<file path="src/rtl/muldiv_pkg.sv">
// ============================================================================
// Module      : muldiv_pkg
// Description : Shared types and constants for the RV32M multiply/divide unit.
// Revision    : 1.0 - initial release
// ============================================================================
`default_nettype none

package muldiv_pkg;

  typedef enum logic [1:0] {
    IDLE = 2'd0,
    CALC = 2'd1,
    DONE = 2'd2
  } state_t;

  // funct3 encodings of the RV32M instructions
  localparam logic [2:0] OP_MUL    = 3'd0;
  localparam logic [2:0] OP_MULH   = 3'd1;
  localparam logic [2:0] OP_MULHSU = 3'd2;
  localparam logic [2:0] OP_MULHU  = 3'd3;
  localparam logic [2:0] OP_DIV    = 3'd4;
  localparam logic [2:0] OP_DIVU   = 3'd5;
  localparam logic [2:0] OP_REM    = 3'd6;
  localparam logic [2:0] OP_REMU   = 3'd7;

  localparam int         MD_ITER   = 32;
  localparam logic [5:0] MD_LAST   = 6'(MD_ITER - 1);

endpackage

`default_nettype wire

</file>
<file path="src/rtl/muldiv_step.sv">
// ============================================================================
// Module      : muldiv_step
// Description : One combinational radix-2 iteration: shift-add multiply or
//               restoring shift-subtract divide on unsigned magnitudes.
// Revision    : 1.0 - initial release
// ============================================================================
`default_nettype none

module muldiv_step
  import muldiv_pkg::*;
(
  input  logic [31:0] acc,
  input  logic [31:0] operand,
  input  logic [31:0] mcand_div,
  input  logic        div_class,
  output logic [31:0] acc_next,
  output logic [31:0] operand_next
);

  logic [32:0] w_sum;
  logic [32:0] w_shifted;
  logic [32:0] w_diff;

  always_comb begin
    w_sum        = {1'b0, acc} + {1'b0, mcand_div};
    w_shifted    = {acc, operand[31]};
    w_diff       = w_shifted - {1'b0, mcand_div};
    acc_next     = acc;
    operand_next = operand;
    if (div_class) begin
      // acc holds the partial remainder; operand shifts dividend out, quotient in
      if (w_shifted >= {1'b0, mcand_div}) begin
        acc_next     = w_diff[31:0];
        operand_next = {operand[30:0], 1'b1};
      end else begin
        acc_next     = w_shifted[31:0];
        operand_next = {operand[30:0], 1'b0};
      end
    end else if (operand[0]) begin
      // {acc, operand} is the 64-bit product shifting right one bit per step
      acc_next     = w_sum[32:1];
      operand_next = {w_sum[0], operand[31:1]};
    end else begin
      acc_next     = {1'b0, acc[31:1]};
      operand_next = {acc[0], operand[31:1]};
    end
  end

endmodule

`default_nettype wire

</file>
<file path="src/rtl/muldiv_unit.sv">
// ============================================================================
// Module      : muldiv_unit
// Description : Iterative RV32M multiply/divide unit for the execute stage.
//               Optional MULDIV_FAST_MUL_EN: single-cycle multiplies.
// Revision    : 1.0 - initial release
// ============================================================================
`default_nettype none

module muldiv_unit
  import muldiv_pkg::*;
(
  input  logic        clk,
  input  logic        rst_n,
  input  logic        MulDivE,
  input  logic [2:0]  MulDivOpE,
  input  logic [31:0] SrcAE,
  input  logic [31:0] SrcBE,
  input  logic        FlushE,
  output logic        MulDivBusy,
  output logic        MulDivDone,
  output logic [31:0] MulDivResult
);

  state_t      r_state;
  state_t      w_next_state;
  logic [5:0]  r_count;
  logic [31:0] r_acc;
  logic [31:0] r_opnd;
  logic [31:0] r_divisor;
  logic [2:0]  r_op;
  logic        r_neg_q;
  logic        r_neg_r;

  logic        w_accept;
  logic        w_div_op;
  logic        w_a_signed;
  logic        w_b_signed;
  logic        w_a_neg;
  logic        w_b_neg;
  logic [31:0] w_a_mag;
  logic [31:0] w_b_mag;
  logic        w_div_zero;
  logic        w_overflow;
  logic        w_fast_mul;
  logic        w_short;
  logic [31:0] w_short_result;
  logic [31:0] w_step_acc;
  logic [31:0] w_step_opnd;
  logic [63:0] w_prod;
  logic [63:0] w_prod_fix;
  logic [31:0] w_quot;
  logic [31:0] w_rem;
  logic [31:0] w_final;

  assign w_accept   = (r_state == IDLE) && MulDivE && !FlushE;
  assign w_div_op   = MulDivOpE[2];
  assign w_a_signed = (MulDivOpE == OP_MULH) || (MulDivOpE == OP_MULHSU) ||
                      (MulDivOpE == OP_DIV)  || (MulDivOpE == OP_REM);
  assign w_b_signed = (MulDivOpE == OP_MULH) || (MulDivOpE == OP_DIV) ||
                      (MulDivOpE == OP_REM);
  assign w_a_neg    = w_a_signed && SrcAE[31];
  assign w_b_neg    = w_b_signed && SrcBE[31];
  assign w_a_mag    = w_a_neg ? (~SrcAE + 32'd1) : SrcAE;
  assign w_b_mag    = w_b_neg ? (~SrcBE + 32'd1) : SrcBE;
  assign w_div_zero = w_div_op && (SrcBE == 32'd0);
  assign w_overflow = ((MulDivOpE == OP_DIV) || (MulDivOpE == OP_REM)) &&
                      (SrcAE == 32'h8000_0000) && (SrcBE == 32'hFFFF_FFFF);

`ifdef MULDIV_FAST_MUL_EN
  logic signed [63:0] w_fa;
  logic signed [63:0] w_fb;
  logic signed [63:0] w_fprod;
  // 33-bit signed operands, extended so the product is taken at 64 bits
  assign w_fa       = {{32{w_a_signed & SrcAE[31]}}, SrcAE};
  assign w_fb       = {{32{w_b_signed & SrcBE[31]}}, SrcBE};
  assign w_fprod    = w_fa * w_fb;
  assign w_fast_mul = !w_div_op;
`else
  assign w_fast_mul = 1'b0;
`endif

  assign w_short = w_div_zero || w_overflow || w_fast_mul;

  always_comb begin
    w_short_result = 32'd0;
    if (w_div_zero)
      w_short_result = MulDivOpE[1] ? SrcAE : 32'hFFFF_FFFF;
    else if (w_overflow)
      w_short_result = MulDivOpE[1] ? 32'd0 : 32'h8000_0000;
`ifdef MULDIV_FAST_MUL_EN
    else if (w_fast_mul)
      w_short_result = (MulDivOpE == OP_MUL) ? w_fprod[31:0] : w_fprod[63:32];
`endif
  end

  muldiv_step u_step (
    .acc          (r_acc),
    .operand      (r_opnd),
    .mcand_div    (r_divisor),
    .div_class    (r_op[2]),
    .acc_next     (w_step_acc),
    .operand_next (w_step_opnd)
  );

  // Sign fix-up is applied to the final step's outputs as CALC retires
  always_comb begin
    w_prod     = {w_step_acc, w_step_opnd};
    w_prod_fix = r_neg_q ? (~w_prod + 64'd1) : w_prod;
    w_quot     = r_neg_q ? (~w_step_opnd + 32'd1) : w_step_opnd;
    w_rem      = r_neg_r ? (~w_step_acc + 32'd1) : w_step_acc;
    case (r_op)
      OP_MUL:                    w_final = w_prod_fix[31:0];
      OP_MULH, OP_MULHSU, OP_MULHU: w_final = w_prod_fix[63:32];
      OP_DIV, OP_DIVU:           w_final = w_quot;
      default:                   w_final = w_rem;
    endcase
  end

  always_ff @(posedge clk) begin
    if (!rst_n) r_state <= IDLE;
    else        r_state <= w_next_state;
  end

  always_comb begin
    w_next_state = r_state;
    MulDivBusy   = 1'b0;
    MulDivDone   = 1'b0;
    case (r_state)
      IDLE: begin
        MulDivBusy = w_accept;
        if (w_accept) w_next_state = w_short ? DONE : CALC;
      end
      CALC: begin
        MulDivBusy = 1'b1;
        if (FlushE)                 w_next_state = IDLE;
        else if (r_count == MD_LAST) w_next_state = DONE;
      end
      DONE: begin
        MulDivDone   = !FlushE;
        w_next_state = IDLE;
      end
      default: w_next_state = IDLE;
    endcase
  end

  always_ff @(posedge clk) begin
    if (!rst_n) begin
      r_count      <= 6'd0;
      r_acc        <= 32'd0;
      r_opnd       <= 32'd0;
      r_divisor    <= 32'd0;
      r_op         <= OP_MUL;
      r_neg_q      <= 1'b0;
      r_neg_r      <= 1'b0;
      MulDivResult <= 32'd0;
    end else begin
      case (r_state)
        IDLE: begin
          if (w_accept) begin
            r_count   <= 6'd0;
            r_op      <= MulDivOpE;
            r_neg_q   <= w_a_neg ^ w_b_neg;
            r_neg_r   <= w_a_neg;
            r_acc     <= 32'd0;
            r_opnd    <= w_div_op ? w_a_mag : w_b_mag;
            r_divisor <= w_div_op ? w_b_mag : w_a_mag;
            if (w_short) MulDivResult <= w_short_result;
          end
        end
        CALC: begin
          if (!FlushE) begin
            r_acc   <= w_step_acc;
            r_opnd  <= w_step_opnd;
            r_count <= r_count + 6'd1;
            if (r_count == MD_LAST) MulDivResult <= w_final;
          end
        end
        default: ;
      endcase
    end
  end

endmodule

`default_nettype wire

</file>
<file path="config.mk">
export PLATFORM = sky130hd
export DESIGN_NAME = muldiv_unit
export DESIGN_NICKNAME = d
export VERILOG_FILES = /design/src/rtl/muldiv_pkg.sv /design/src/rtl/muldiv_step.sv /design/src/rtl/muldiv_unit.sv
export SDC_FILE = /design/constraint.sdc
export NUM_CORES = 1
export LEC_CHECK = 0
export ABC_AREA = 1
export CAP_MARGIN = 20
export CORE_MARGIN = 2
export CORE_UTILIZATION = 60
export DETAILED_ROUTE_END_ITERATION = 7
export DONT_BUFFER_PORTS = 1
export GPL_ROUTABILITY_DRIVEN = 0
export PLACE_DENSITY = 0.75
export REMOVE_ABC_BUFFERS = 1
export SLEW_MARGIN = 5
export SYNTH_ARGS = -nofsm -noshare
export SYNTH_HDL_FRONTEND = slang
export SYNTH_HIERARCHICAL = 1
export SYNTH_SLANG_ARGS = --single-unit
</file>
<file path="constraint.sdc">
create_clock -name clk -period 3.54 [get_ports clk]
set_input_delay 0.531 -clock clk [delete_from_list [all_inputs] [get_ports clk]]
set_output_delay 0.531 -clock clk [all_outputs]
set_load 0.02 [all_outputs]
</file>
==> impl_metrics.json, run 1 <==
{
  "run_status": "did not finish",
  "die-height_um": 179,
  "synth-edff-count": 0,
  "synthesized_flop_and_latch_total": 141,
  "ys.flop_type": "sky130_fd_sc_hd__dfxtp_1",
  "synth.top_cells.by_count": "1104 x sky130_fd_sc_hd__nand2_1, 478 x sky130_fd_sc_hd__inv_1, 412 x sky130_fd_sc_hd__nor2_1",
  "portBuffers": 0,
  "ctsHtreeMaxLevel": 4,
  "syn_inst": 3485,
  "grt_overflow": 94,
  "io_pins": 105,
  "synth_area_leaders": "sky130_fd_sc_hd__nand2_1 23%, sky130_fd_sc_hd__dfxtp_1 15%, sky130_fd_sc_hd__inv_1 9.8%, sky130_fd_sc_hd__nand3_1 9.0%, sky130_fd_sc_hd__nor2_1 8.4%",
  "post_synth_instance_area_um2": 18300,
  "cts.root.buffer_cell": "sky130_fd_sc_hd__clkbuf_16",
  "detailedPlacementHpwl_um": 64300,
  "cts-hold-fix-buffers": 0,
  "synthesis.yosys.warnings": 6,
  "synth_cell_types": 60,
  "post-synth-top-area-cell": "sky130_fd_sc_hd__nand2_1",
  "lastStage": "global routing",
  "ys_async_sr_fraction_pct": 0,
  "seq_area_frac_synth_pct": 15.4,
  "tritoncts_num_sinks": 141,
  "worst_endpoint_kind": "sequential cell input",
  "ctsLongestPathBuffers": 2,
  "err": "[ERROR GRT-0232] Routing congestion too high. Check the congestion heatmap in the GUI.",
  "initial_core_util_pct": 60.4,
  "cell_row_count": 64,
  "groute.usage.overall_pct": 72.6,
  "grt_start_max_net_pins": 81,
  "die_w_um": 179,
  "grt_repair_worst_endpoint": "MulDivResult[15]$_SDFFE_PN0P_/D",
  "synth_most_common_cell": "sky130_fd_sc_hd__nand2_1",
  "synth_top_cell_area_share_pct": 22.6,
  "post_synth.cell_area_avg_um2": 5.26,
  "cts_made_buffers": 17
}
-- cell families after synthesis --
family,count (synthesis),synth area share (%)
and+or+nand+nor,1996,45.8
buffers and inverters,629,13.5
AOI/OAI and AO/OA,577,17.1
DFF,141,15.4
adders and majority gates,72,4.99
xor gates and xnor gates,70,3.34
-- per-stage QoR --
| step | cells | area (um2) | setup slack, ns |
|---|---|---|---|
| after CTS | 4192 | 23100 | -0.0113 |
| after floorplan | 3353 | 17700 | -3.17 |
| after global placement | 4130 | 21200 | -0.389 |
| after detailed placement | 4130 | 21200 | -0.470 |
-- layer usage --
layer | track usage [%] | GRT overflow
met5 | 30.4 | 0
met4 | 68.5 | 28
met3 | 59.2 | 3
met2 | 88.8 | 61
met1 | 72.5 | 2
-- what timing repair did --
item,4_1_cts
resized for setup,245
pin swaps,55
setup buffers,26
setup endpoints to repair,32
cloned,4
==> run 2: changes to the inputs <==
- CORE_UTILIZATION: 60 -> 40
- PLACE_DENSITY: 0.75 -> default
- PLACE_DENSITY_LB_ADDON: default -> 0.15
- clock period: 3.54 -> 4.6 ns (I/O delays scaled with it)
==> run 2 against run 1 <==
  * The run now ends clean
  * Area after synthesis unchanged
  * Synthesized cell count unchanged
==> impl_metrics.json, run 2 <==
{
  "die-height_um": 218,
  "vdd.ir_drop.worst_mv": 0.323,
  "ys.flop_type": "sky130_fd_sc_hd__dfxtp_1",
  "multi_input_logic_area_um2": 13100,
  "report.final.hold_viol_count": 0,
  "clock_skews_ns": 0.0165,
  "die_w_um": 218,
  "r2r_setup_slack_ns": 0.26,
  "place_worst_setup_slack_ns": 0.354,
  "setup_repair_after_global_routing_missed_its_margin": "false",
  "maxSlewViolCount": 0,
  "vias_per_cell": 5.66,
  "synth_top_cell_area_share_pct": 22.6,
  "cts_tree": "built",
  "drv_cap": 0,
  "grt_overflow": 0,
  "cell_row_count": 78,
  "detail_route.wirelength_um": 85700,
  "drcViolationCount": 0,
  "wire_per_inst_um": 21.1,
  "hold_start": "rst_n",
  "endpoint_kind": "flip-flop",
  "period_share_pct": 94.3,
  "worst_slack_ns": 0.261,
  "synth_area_leaders": "sky130_fd_sc_hd__nand2_1 23%, sky130_fd_sc_hd__dfxtp_1 15%, sky130_fd_sc_hd__inv_1 9.8%, sky130_fd_sc_hd__nand3_1 9.0%, sky130_fd_sc_hd__nor2_1 8.4%",
  "power.leakage_nw": 9.87,
  "placement.cell_area_um2": 19100,
  "worst_ep_arrival_time_ns": 4.68,
  "cts.root.buffer_cell": "sky130_fd_sc_hd__clkbuf_16",
  "timing.critical_path.from_type": "flip-flop",
  "post_synth_instance_area_um2": 18300,
  "ys_async_sr_fraction_pct": 0,
  "layout.core_utilization_pct": 43.5,
  "crit-reg2reg-capture": "MulDivResult[17]$_SDFFE_PN0P_",
  "worst-slew-pin-transition_ns": 1.11,
  "synth-edff-count": 0,
  "n_antenna_cell": 0,
  "initial_antenna_violation_count": 1,
  "grt_start_max_net_pins": 81,
  "cts_made_buffers": 17,
  "synthesized_flop_and_latch_total": 141,
  "num-fill-cells": 5205,
  "io_pins": 105,
  "groute.usage.overall_pct": 35.7,
  "cell_area_power_density_nw_per_um2": 336,
  "global_route_wire_length_before_repair_um": 127000,
  "area_growth_syn_to_layout_pct": 7.33,
  "synth_cell_types": 60,
  "initial_core_util_pct": 40.5,
  "core_area_um2": 45300,
  "portBuffers": 0,
  "synthesis.yosys.warnings": 6,
  "worst_reg2reg_path_startpoint": "r_opnd[31]$_SDFFE_PN0P_",
  "ant_nets": 0,
  "slew-limit-headroom_pct": 25.1,
  "worst_hold_path_cell_count": 2,
  "design_area_final_um2": 19700,
  "max_clock_freq_mhz": 230,
  "grt_pass1_vias": 20700,
  "syn_inst": 3485,
  "synth.top_cells.by_count": "1104 x sky130_fd_sc_hd__nand2_1, 478 x sky130_fd_sc_hd__inv_1, 412 x sky130_fd_sc_hd__nor2_1",
  "hold-path-endpoint": "r_opnd[18]$_SDFFE_PN0P_",
  "post-synth-top-area-cell": "sky130_fd_sc_hd__nand2_1",
  "detailedPlacementHpwl_um": 68700,
  "tritoncts_num_sinks": 141,
  "synth_most_common_cell": "sky130_fd_sc_hd__nand2_1",
  "seq_area_um2": 2830,
  "setup.worst_path.class": "flip-flop to flip-flop",
  "most-common-layout-cells": "1103 x sky130_fd_sc_hd__nand2_1, 477 x sky130_fd_sc_hd__inv_1, 408 x sky130_fd_sc_hd__nor2_1",
  "ctsHtreeMaxLevel": 4,
  "drtIter0Drc": 3044,
  "timing.final.crit_period_ns": 4.34,
  "worstHoldPathType": "primary input to flip-flop",
  "seq_area_frac_synth_pct": 15.4,
  "ctsLongestPathBuffers": 2,
  "fin_nets": 3588,
  "critPathMaxFanout": 4,
  "buffers_inserted_during_post_cts_setup_optimization": 0,
  "route.vias.total": 23000,
  "post_synth.cell_area_avg_um2": 5.26,
  "required_ns": 4.94,
  "leading_cell_type_in_the_layout_fill_and_taps_excluded": "sky130_fd_sc_hd__nand2_1",
  "run_status": "completed",
  "drt_pre_antenna_iters": 7,
  "clk_latency_ns": 0.50,
  "layout-drive-gt1-share_pct": 5.49,
  "cts.clk_slew.worst_paths_ns": 0.07,
  "worst_r2r_path_depth": 27,
  "setup-violations-final": 0,
  "die_area_um2": 47600
}
-- run 2: cell families after synthesis --
| group | synth area share (%) |
|---|---|
| fa+ha+maj | 4.99 |
| flops | 15.4 |
| xor+xnor | 3.34 |
| compound gates | 17.1 |
| buf+inv | 13.5 |
| simple gates | 45.8 |
-- run 2: worst max path at each step --
stage,from,to,slack [ns],depth (start not counted)
3_3_place_gp,r_divisor[7]$_SDFFE_PN0P_,MulDivResult[18]$_SDFFE_PN0P_,0.31,25
6_report,r_opnd[31]$_SDFFE_PN0P_,MulDivResult[17]$_SDFFE_PN0P_,0.26,27
5_1_grt,r_divisor[8]$_SDFFE_PN0P_,MulDivResult[21]$_SDFFE_PN0P_,0.01,25
4_1_cts,r_divisor[7]$_SDFFE_PN0P_,MulDivResult[18]$_SDFFE_PN0P_,0.34,25
3_5_place_dp,r_divisor[7]$_SDFFE_PN0P_,MulDivResult[18]$_SDFFE_PN0P_,0.35,25
2_1_floorplan,r_state[0]$_SDFFE_PN0P_,r_opnd[13]$_SDFFE_PN0P_,-2.11,9
-- run 2: repair_timing --
action | CTS | global route
hold buffers | 0 | 0
setup endpoints to repair | 0 | 17
resized for setup | 0 | 8
-- run 2: final cells by class --
| class | count | area share, % |
|---|---|---|
| Clock inverter | 14 | 0.871 |
| Clock buffer | 18 | 2.18 |
| Multi-Input combinational cell | 2715 | 66.5 |
| Timing Repair Buffer | 73 | 2.84 |
| Tap cell | 600 | 3.81 |
| Sequential cell | 141 | 14.4 |
| Inverter | 497 | 9.48 |
-- run 2: critical path, stage by stage (launching register included) --
cell                      delay (ns)
sky130_fd_sc_hd__dfxtp_1        0.31
sky130_fd_sc_hd__inv_1          0.24
sky130_fd_sc_hd__ha_1           0.20
sky130_fd_sc_hd__inv_1          0.09
sky130_fd_sc_hd__fa_1           0.44
sky130_fd_sc_hd__nand3_1        0.09
sky130_fd_sc_hd__nand3_1        0.13
sky130_fd_sc_hd__nand2_1        0.09
sky130_fd_sc_hd__nand2_1        0.16
sky130_fd_sc_hd__a21oi_1        0.26
sky130_fd_sc_hd__xor2_1         0.30
sky130_fd_sc_hd__nand2_1        0.08
sky130_fd_sc_hd__nand3_1        0.07
sky130_fd_sc_hd__nand2_1        0.12
sky130_fd_sc_hd__nor2_1         0.26
sky130_fd_sc_hd__nand2_1        0.12
sky130_fd_sc_hd__nor2_1         0.19
sky130_fd_sc_hd__inv_1          0.13
sky130_fd_sc_hd__nor2_1         0.18
sky130_fd_sc_hd__nand3_1        0.20
sky130_fd_sc_hd__nand2_1        0.10
sky130_fd_sc_hd__nand2_1        0.06
sky130_fd_sc_hd__nand3_1        0.07
sky130_fd_sc_hd__nand2_1        0.05
sky130_fd_sc_hd__nand2_1        0.05
sky130_fd_sc_hd__nand2_1        0.06
sky130_fd_sc_hd__nand2_1        0.07
sky130_fd_sc_hd__a21oi_1        0.06
-- run 2: report_power, final --
part / switching, mW / leakage (nW) / internal [mW] / total (mW)
clock network: 0.685 / 0.286 / 0.818 / 1.50
registers: 0.122 / 1.15 / 1.31 / 1.43
logic: 2.63 / 8.43 / 1.06 / 3.68
-- run 2: stage by stage --
| stage | TNS (ns) | hold slack, ns | total power [mW] | cells |
|---|---|---|---|---|
| 2_1_floorplan | -184.09 | 0.445 | 3.77 | 3353 |
| 3_3_place_gp | 0 | 0.454 | 5.02 | 4026 |
| 3_5_place_dp | 0 | 0.456 | 5.00 | 4026 |
| 4_1_cts | 0 | 0.319 | 6.50 | 4058 |
| 5_1_grt | 0 | 0.325 | 7.02 | 4058 |
| 6_report | 0 | 0.338 | 6.62 | 4058 |
-- run 2: per-layer routing --
layer | part of all wire (%) | global-route usage (%) | up-vias
met4 | 7.1 | 21.7 | 0
met1 | 39 | 45.2 | 10200
met3 | 12 | 9.80 | 287
met5 | 0 | 0 | -
li1 | - | - | 11000
met2 | 42 | 53.8 | 1395
Power figures use the tool's default switching activity.
